### src/rtl/uart_pkg.sv
// Shared types and helpers for the UART transceiver.
// Holds parity mode, TX/RX state encodings and the baud divider calculation.
// No ports; imported by uart_transceiver.
package uart_pkg;

   typedef enum logic [1:0] {
      PAR_NONE = 2'd0,
      PAR_EVEN = 2'd1,
      PAR_ODD  = 2'd2
   } parity_e;

   typedef enum logic [2:0] {
      TX_IDLE,
      TX_START,
      TX_DATA,
      TX_PARITY,
      TX_STOP
   } tx_state_e;

   typedef enum logic [2:0] {
      RX_IDLE,
      RX_START,
      RX_DATA,
      RX_PARITY,
      RX_STOP,
      RX_BREAK
   } rx_state_e;

   // Clock cycles per oversample tick, truncated.
   function automatic int calc_div(input int clk_hz, input int baud, input int os);
      return clk_hz / (baud * os);
   endfunction

endpackage

### src/rtl/uart_rx_fifo.sv
// Synchronous show-ahead FIFO for received characters; head_o is valid whenever valid_o is set.
// Latency: a push is visible on head_o/count_o after one edge; a pop exposes the next entry after one edge.
// Backpressure: a push while full is dropped unless a pop happens in the same cycle (the pop frees the slot first).
// Ports: push_i/push_data_i write side, pop_i/head_o/valid_o read side, full_o and count_o occupancy.
module uart_rx_fifo #(
   parameter int WIDTH = 8,
   parameter int DEPTH = 4
) (
   input  logic                         clk,
   input  logic                         reset,
   input  logic                         push_i,
   input  logic [WIDTH-1:0]             push_data_i,
   input  logic                         pop_i,
   output logic [WIDTH-1:0]             head_o,
   output logic                         valid_o,
   output logic                         full_o,
   output logic [$clog2(DEPTH+1)-1:0]   count_o
);

   localparam int PTR_W = $clog2(DEPTH);
   localparam int CNT_W = $clog2(DEPTH+1);

   logic [WIDTH-1:0] mem_q [DEPTH];
   logic [PTR_W-1:0] wr_ptr_q;
   logic [PTR_W-1:0] rd_ptr_q;
   logic [CNT_W-1:0] count_q;
   logic             do_pop;
   logic             do_push;

   assign do_pop  = pop_i && (count_q != '0);
   assign do_push = push_i && ((count_q != CNT_W'(DEPTH)) || do_pop);

   always_ff @(posedge clk or posedge reset) begin
      if (reset) begin
         for (int i = 0; i < DEPTH; i++) begin
            mem_q[i] <= '0;
         end
         wr_ptr_q <= '0;
         rd_ptr_q <= '0;
         count_q  <= '0;
      end else begin
         if (do_push) begin
            mem_q[wr_ptr_q] <= push_data_i;
            wr_ptr_q        <= wr_ptr_q + PTR_W'(1);
         end
         if (do_pop) begin
            rd_ptr_q <= rd_ptr_q + PTR_W'(1);
         end
         count_q <= count_q + CNT_W'(do_push) - CNT_W'(do_pop);
      end
   end

   assign head_o  = mem_q[rd_ptr_q];
   assign valid_o = (count_q != '0);
   assign full_o  = (count_q == CNT_W'(DEPTH));
   assign count_o = count_q;

endmodule

### src/rtl/uart_transceiver.sv
// Full-duplex UART: TX FSM, oversampled RX FSM with parity/framing/overrun detection, receive FIFO.
// Latency: serial_out/tx_busy follow an accept by one edge; RX push one cycle after the stop-bit sample.
// Backpressure: tx_ready gates new characters; a full RX FIFO drops the character and raises overrun.
// Ports: tx_data/tx_valid/tx_ready/tx_busy/serial_out transmit side; serial_in/rx_data/rx_valid/
// rx_read/rx_count receive side; framing_error/parity_error/overrun sticky, cleared by err_clear.
module uart_transceiver
   import uart_pkg::*;
#(
   parameter int CLK_HZ        = 50_000_000,
   parameter int BAUD          = 9600,
   parameter int OVERSAMPLE    = 16,
   parameter int DATA_BITS     = 8,
   parameter int PARITY        = 0,
   parameter int RX_FIFO_DEPTH = 4
) (
   input  logic                                 clk,
   input  logic                                 reset,
   input  logic [DATA_BITS-1:0]                 tx_data,
   input  logic                                 tx_valid,
   output logic                                 tx_ready,
   output logic                                 tx_busy,
   output logic                                 serial_out,
   input  logic                                 serial_in,
   output logic [DATA_BITS-1:0]                 rx_data,
   output logic                                 rx_valid,
   input  logic                                 rx_read,
   output logic [$clog2(RX_FIFO_DEPTH+1)-1:0]   rx_count,
   output logic                                 framing_error,
   output logic                                 parity_error,
   output logic                                 overrun,
   input  logic                                 err_clear
);

   localparam int      DIV        = calc_div(CLK_HZ, BAUD, OVERSAMPLE);
   localparam int      BIT_CYCLES = DIV * OVERSAMPLE;
   localparam int      DIV_W      = (DIV > 1) ? $clog2(DIV) : 1;
   localparam int      BC_W       = $clog2(BIT_CYCLES);
   localparam int      OS_W       = $clog2(OVERSAMPLE);
   localparam int      BIT_W      = $clog2(DATA_BITS);
   localparam parity_e PAR_MODE   = parity_e'(PARITY);
   localparam bit      HAS_PAR    = (PAR_MODE != PAR_NONE);
   localparam bit      PAR_INV    = (PAR_MODE == PAR_ODD);

   // ---------------- oversample tick ----------------
   logic [DIV_W-1:0] div_cnt_q;
   logic             tick;

   assign tick = (div_cnt_q == DIV_W'(DIV-1));

   always_ff @(posedge clk or posedge reset) begin
      if (reset)     div_cnt_q <= '0;
      else if (tick) div_cnt_q <= '0;
      else           div_cnt_q <= div_cnt_q + DIV_W'(1);
   end

   // ---------------- transmitter ----------------
   tx_state_e            tx_state_q;
   logic [BC_W-1:0]      tx_cnt_q;
   logic [BIT_W-1:0]     tx_bit_q;
   logic [DATA_BITS-1:0] tx_shift_q;
   logic                 tx_par_q;
   logic                 tx_ready_q;
   logic                 tx_busy_q;
   logic                 serial_out_q;

   always_ff @(posedge clk or posedge reset) begin
      if (reset) begin
         tx_state_q   <= TX_IDLE;
         tx_cnt_q     <= '0;
         tx_bit_q     <= '0;
         tx_shift_q   <= '0;
         tx_par_q     <= 1'b0;
         tx_ready_q   <= 1'b1;
         tx_busy_q    <= 1'b0;
         serial_out_q <= 1'b1;
      end else begin
         // Line outputs are registered from the current state, so they trail it by one edge.
         unique case (tx_state_q)
            TX_START:  serial_out_q <= 1'b0;
            TX_DATA:   serial_out_q <= tx_shift_q[0];
            TX_PARITY: serial_out_q <= tx_par_q;
            default:   serial_out_q <= 1'b1;
         endcase
         tx_busy_q <= (tx_state_q != TX_IDLE);

         if (tx_state_q == TX_IDLE) begin
            tx_cnt_q <= '0;
            tx_bit_q <= '0;
            if (tx_valid && tx_ready_q) begin
               tx_state_q <= TX_START;
               tx_shift_q <= tx_data;
               tx_par_q   <= (^tx_data) ^ PAR_INV;
               tx_ready_q <= 1'b0;
            end
         end else if (tx_cnt_q != BC_W'(BIT_CYCLES-1)) begin
            tx_cnt_q <= tx_cnt_q + BC_W'(1);
         end else begin
            tx_cnt_q <= '0;
            unique case (tx_state_q)
               TX_START: tx_state_q <= TX_DATA;
               TX_DATA: begin
                  tx_shift_q <= tx_shift_q >> 1;
                  if (tx_bit_q == BIT_W'(DATA_BITS-1)) begin
                     tx_bit_q   <= '0;
                     tx_state_q <= HAS_PAR ? TX_PARITY : TX_STOP;
                  end else begin
                     tx_bit_q <= tx_bit_q + BIT_W'(1);
                  end
               end
               TX_PARITY: tx_state_q <= TX_STOP;
               default: begin
                  tx_state_q <= TX_IDLE;
                  tx_ready_q <= 1'b1;
               end
            endcase
         end
      end
   end

   assign tx_ready   = tx_ready_q;
   assign tx_busy    = tx_busy_q;
   assign serial_out = serial_out_q;

   // ---------------- receiver ----------------
   logic [1:0]           rx_sync_q;
   logic                 rx_in;
   rx_state_e            rx_state_q;
   logic [OS_W-1:0]      rx_os_q;
   logic [BIT_W-1:0]     rx_bit_q;
   logic [DATA_BITS-1:0] rx_shift_q;
   logic                 rx_push_q;
   logic                 fe_set_q;
   logic                 pe_set_q;

   // Reset to idle-high so a reset release never looks like a start bit.
   always_ff @(posedge clk or posedge reset) begin
      if (reset) rx_sync_q <= 2'b11;
      else       rx_sync_q <= {rx_sync_q[0], serial_in};
   end
   assign rx_in = rx_sync_q[1];

   always_ff @(posedge clk or posedge reset) begin
      if (reset) begin
         rx_state_q <= RX_IDLE;
         rx_os_q    <= '0;
         rx_bit_q   <= '0;
         rx_shift_q <= '0;
         rx_push_q  <= 1'b0;
         fe_set_q   <= 1'b0;
         pe_set_q   <= 1'b0;
      end else begin
         rx_push_q <= 1'b0;
         fe_set_q  <= 1'b0;
         pe_set_q  <= 1'b0;
         if (tick) begin
            unique case (rx_state_q)
               RX_IDLE: begin
                  rx_os_q  <= '0;
                  rx_bit_q <= '0;
                  if (!rx_in) rx_state_q <= RX_START;
               end
               RX_START: begin
                  // Half a bit later we are mid-start; a high line here was a glitch.
                  if (rx_os_q == OS_W'(OVERSAMPLE/2-1)) begin
                     rx_os_q    <= '0;
                     rx_state_q <= rx_in ? RX_IDLE : RX_DATA;
                  end else begin
                     rx_os_q <= rx_os_q + OS_W'(1);
                  end
               end
               RX_DATA: begin
                  if (rx_os_q == OS_W'(OVERSAMPLE-1)) begin
                     rx_os_q    <= '0;
                     rx_shift_q <= {rx_in, rx_shift_q[DATA_BITS-1:1]};
                     if (rx_bit_q == BIT_W'(DATA_BITS-1)) begin
                        rx_bit_q   <= '0;
                        rx_state_q <= HAS_PAR ? RX_PARITY : RX_STOP;
                     end else begin
                        rx_bit_q <= rx_bit_q + BIT_W'(1);
                     end
                  end else begin
                     rx_os_q <= rx_os_q + OS_W'(1);
                  end
               end
               RX_PARITY: begin
                  if (rx_os_q == OS_W'(OVERSAMPLE-1)) begin
                     rx_os_q    <= '0;
                     pe_set_q   <= (rx_in != ((^rx_shift_q) ^ PAR_INV));
                     rx_state_q <= RX_STOP;
                  end else begin
                     rx_os_q <= rx_os_q + OS_W'(1);
                  end
               end
               RX_STOP: begin
                  if (rx_os_q == OS_W'(OVERSAMPLE-1)) begin
                     rx_os_q <= '0;
                     if (rx_in) begin
                        rx_push_q  <= 1'b1;
                        rx_state_q <= RX_IDLE;
                     end else begin
                        fe_set_q   <= 1'b1;
                        rx_state_q <= RX_BREAK;
                     end
                  end else begin
                     rx_os_q <= rx_os_q + OS_W'(1);
                  end
               end
               default: begin
                  if (rx_in) rx_state_q <= RX_IDLE;
               end
            endcase
         end
      end
   end

   // ---------------- receive FIFO ----------------
   logic fifo_full;
   logic ovr_set;

   uart_rx_fifo #(
      .WIDTH (DATA_BITS),
      .DEPTH (RX_FIFO_DEPTH)
   ) u_rx_fifo (
      .clk         (clk),
      .reset       (reset),
      .push_i      (rx_push_q),
      .push_data_i (rx_shift_q),
      .pop_i       (rx_read),
      .head_o      (rx_data),
      .valid_o     (rx_valid),
      .full_o      (fifo_full),
      .count_o     (rx_count)
   );

   // A simultaneous pop frees the slot, so only an unaccompanied push into a full FIFO overruns.
   assign ovr_set = rx_push_q && fifo_full && !rx_read;

   // ---------------- sticky error flags ----------------
   logic fe_q, pe_q, ovr_q;
   logic fe_d, pe_d, ovr_d;

   always_comb begin
      fe_d  = fe_q;
      pe_d  = pe_q;
      ovr_d = ovr_q;
      if (err_clear) begin
         fe_d  = 1'b0;
         pe_d  = 1'b0;
         ovr_d = 1'b0;
      end
      // A new error in the same cycle as err_clear is kept.
      if (fe_set_q) fe_d  = 1'b1;
      if (pe_set_q) pe_d  = 1'b1;
      if (ovr_set)  ovr_d = 1'b1;
   end

   always_ff @(posedge clk or posedge reset) begin
      if (reset) begin
         fe_q  <= 1'b0;
         pe_q  <= 1'b0;
         ovr_q <= 1'b0;
      end else begin
         fe_q  <= fe_d;
         pe_q  <= pe_d;
         ovr_q <= ovr_d;
      end
   end

   assign framing_error = fe_q;
   assign parity_error  = pe_q;
   assign overrun       = ovr_q;

endmodule
### config.mk
export PLATFORM = sky130hd
export DESIGN_NAME = uart_transceiver
export DESIGN_NICKNAME = d
export VERILOG_FILES = /design/src/rtl/uart_pkg.sv /design/src/rtl/uart_rx_fifo.sv /design/src/rtl/uart_transceiver.sv
export SDC_FILE = /design/constraint.sdc
export NUM_CORES = 1
export LEC_CHECK = 0
export ABC_CLOCK_PERIOD_IN_PS = 4600
export CAP_MARGIN = 0
export CORE_ASPECT_RATIO = 1.25
export CORE_MARGIN = 2
export CORE_UTILIZATION = 30
export CTS_BUF_LIST = sky130_fd_sc_hd__clkbuf_8 sky130_fd_sc_hd__clkbuf_16
export DETAILED_ROUTE_END_ITERATION = 10
export PLACE_DENSITY = 0.53
export SLEW_MARGIN = 20
export SYNTH_ARGS = -nofsm -noshare
export SYNTH_HDL_FRONTEND = slang
export SYNTH_SLANG_ARGS = --single-unit
### constraint.sdc
create_clock -name clk -period 4.6 [get_ports clk]
set_input_delay 0.92 -clock clk [delete_from_list [all_inputs] [get_ports clk]]
set_output_delay 0.92 -clock clk [all_outputs]
set_load 0.1 [all_outputs]
==> out/results.ini <==
[floorplan]
core_area_sq_mm = 0.01627
die_h_um = 148.5
ios = 32
start_util_pct = 30.82
die_width_um = 119.6
dieArea_sq_mm = 0.01776
rows = 52

[timing]
period_minus_slack_ns = 3.547
grt_setup_unrepaired = no
period_share_pct = 77.10
drv_slew = 0
fin_ws_ns = 1.053
worst_slew_margin_rel_pct = 34.62
setup_viol = 0
tns_ns = 0
clock_skew_ns = 0.005244
max_clock_freq_ghz = 0.2820
hold_viol_final = 0
tightestPinTransition_ns = 0.9776

[worst_setup_path]
arrival_ns = 2.63
required_ns = 3.68
regToRegSetupSlack_ns = 2.21
cp-end-kind = output port
cp-start-kind = register
path_class = register to output port
critPathMaxFanout = 9

[clocking]
cts_setup_buffers = 0
cts_sinks = 105
postCtsResizedCells = 0
cts-buffers-inserted = 9
insertion_delay_ns = 0.34
cts_tree = done
htreeDepth = 3
cts-root-buf = clkbuf_16
cts_buffer_depth = 2
ctsHoldBuffers = 0
path_clk_slew_ns = 0.07

[synth]
synth_async_sr_flop_share_pct = 100.0
synth_ff_type = dfrtp_1
synth_fp_nets = 442
synthCells = 413
synth_edf_count = 0
synthTopCellsByArea = dfrtp_1 (50%), mux2_2 (9.4%), xnor2_1 (5.1%), mux4_2 (3.6%), ha_1 (3.5%)
netlist_area_sq_mm = 0.005012
synth-warning-count = 0
seq_area_frac_synth_pct = 52.52
yosysTopAreaCellShare_pct = 50.42
syn_area_per_cell_sq_um = 12.14
synth_cell_type_count = 51
ys_ff_latch = 105
yosysTopAreaCell = dfrtp_1

[global_route]
antenna_found_initial = 0
grt_first_pass_wirelength_mm = 16.59
grt_usage_pct = 11.61
grt_pass1_vias = 3403
grt_max_degree = 70
gr-total-overflow = 0

[power_and_ir_drop]
power_mw = 2.023
ir_drop_v = 0.0001320
power.density_mw_per_mm2 = 348.3
leakagePower_nw = 2.609

[flow_run]
max-cap-violations = 0

[final_layout]
diodes = 0
syn_to_final_growth_pct = 15.90
fin_nets = 470
layout-drive-gt1-share_pct = 20.67
fin_area_sq_mm = 0.005809
postLayoutCoreUtil_pct = 35.72

[placed_design]
dpl_worst_slack_ns = 1.394
dpl-instance-area_sq_mm = 0.005542
place_hpwl_mm = 6.569
portBuffers = 31
gp_congestion = 0.7642

[route]
wire_per_inst_um = 14.34
drtIter0Drc = 128
drtPass1Iterations = 4
drt-total-wl_mm = 9.480
drc = 0
postRouteAntennaNets = 0
vias = 3165
detail_route.vias_per_cell = 4.788

[min_path]
hold_path_class = register to register

[run_status]
status = complete, no violations

[cells in the mapped netlist (2+ instances only)]
cell,number
mux2_2,42
ha_1,14
nand2_1,27
o221a_2,7
or3_1,8
nor2b_1,2
a21o_1,4
xnor2_1,29
nand2b_1,3
nor3_1,4
or2_2,4
nor2_1,30
xor2_1,7
and2_1,3
nor4b_1,2
dfstp_2,4
nand4_1,2
buf_2,7
o21ai_0,8
o22ai_1,2
a21oi_1,3
mux4_2,8
inv_1,17
and3_1,7
nor3b_1,4
nor4_1,5
and4bb_2,3
dfrtp_1,101
clkbuf_1,9
nand3_1,13
o41ai_1,5
a22o_1,10
[flip-flops by register name, summed over array words and instances, names as in the netlist, 3 cells and up]
name / flops
div_cnt_q: 9
rx_bit_q: 3
rx_os_q: 4
rx_state_q: 3
u_rx_fifo.count_o: 3
u_rx_fifo.mem_q: 32
rx_shift_q: 8
tx_state_q: 3
tx_shift_q: 8
tx_bit_q: 3
tx_cnt_q: 13
[worst paths after layout]
path | startpoint | endpoint | cells past startpoint
max | u_rx_fifo.rd_ptr_q[1] | rx_data[5] | 2
min | rx_sync_q[0] | rx_sync_q[1] | 0
min in group asynchronous | reset | tx_cnt_q[12] | 2
max reg2reg | u_rx_fifo.count_o[1] | u_rx_fifo.count_o[2] | 9
max in group asynchronous | reset | rx_sync_q[0] | 3
min reg2reg | rx_sync_q[0] | rx_sync_q[1] | 0
[cells in the final DEF, fill, tap and decap left out, drive strengths merged, types with 5 or more instances in the layout]
cell type      instances
ha                    14
nor4                   6
or2                    5
clkbuf                 9
mux4                   8
and3                   7
inv                   20
clkdlybuf4s50         31
xor2                   7
mux2                  42
nand2                 28
xnor2                 29
o21ai                  8
o41ai                  5
nand3                 13
dfrtp                101
o221a                  7
nor2                  31
or3                    8
a22o                  10
[critical path, stage by stage (launching register included)]
cell and delay (ns):
dfrtp_1 0.71, mux4_2 0.59, clkdlybuf4s50_1 0.98
[cell families after synthesis]
logic type / share of synthesized area [%]
XOR/XNOR: 6.740
AO/OA/AOI/OAI: 7.464
adder cells (fa/ha/maj): 4.094
multiplexers: 13.23
flip-flops: 52.52
buffers and inverters: 2.721
AND/OR/NAND/NOR: 13.23
[report_power, final]
group | leakage [nW] | switching, mW | internal [mW] | total [mW]
Combinational | 1.07 | 0.192 | 0.111 | 0.303
Clock | 0.128 | 0.344 | 0.366 | 0.710
Sequential | 1.41 | 0.0624 | 0.949 | 1.01
Total | 2.61 | 0.598 | 1.43 | 2.02
[metal layers]
| layer | global-route usage, % | part of all wire (%) |
|---|---|---|
| met4 | 5.000 | 1.6 |
| met1 | 13.84 | 45 |
| met5 | 0 | 0 |
| met2 | 20.63 | 51 |
| met3 | 1.917 | 2.3 |
[through the flow]
stage,hold WS (ns),cells
floorplan,0.3452,413
global route,0.3617,661
detailed placement,0.3507,646
CTS,0.3616,661
global placement,0.3459,646
finish,0.3542,661
[area by class of cell]
| type | count | area, sq um |
|---|---|---|
| fillers | 1651 | 10460 |
| flip-flops and latches | 105 | 2633 |
| multi-input cells | 274 | 2243 |
| repair buffers | 33 | 325.3 |
| well taps | 216 | 270.3 |
| clock buffers | 9 | 225.2 |
| inverters | 18 | 70.07 |
| clock inverters | 6 | 42.54 |
Power figures use the tool's default switching activity.
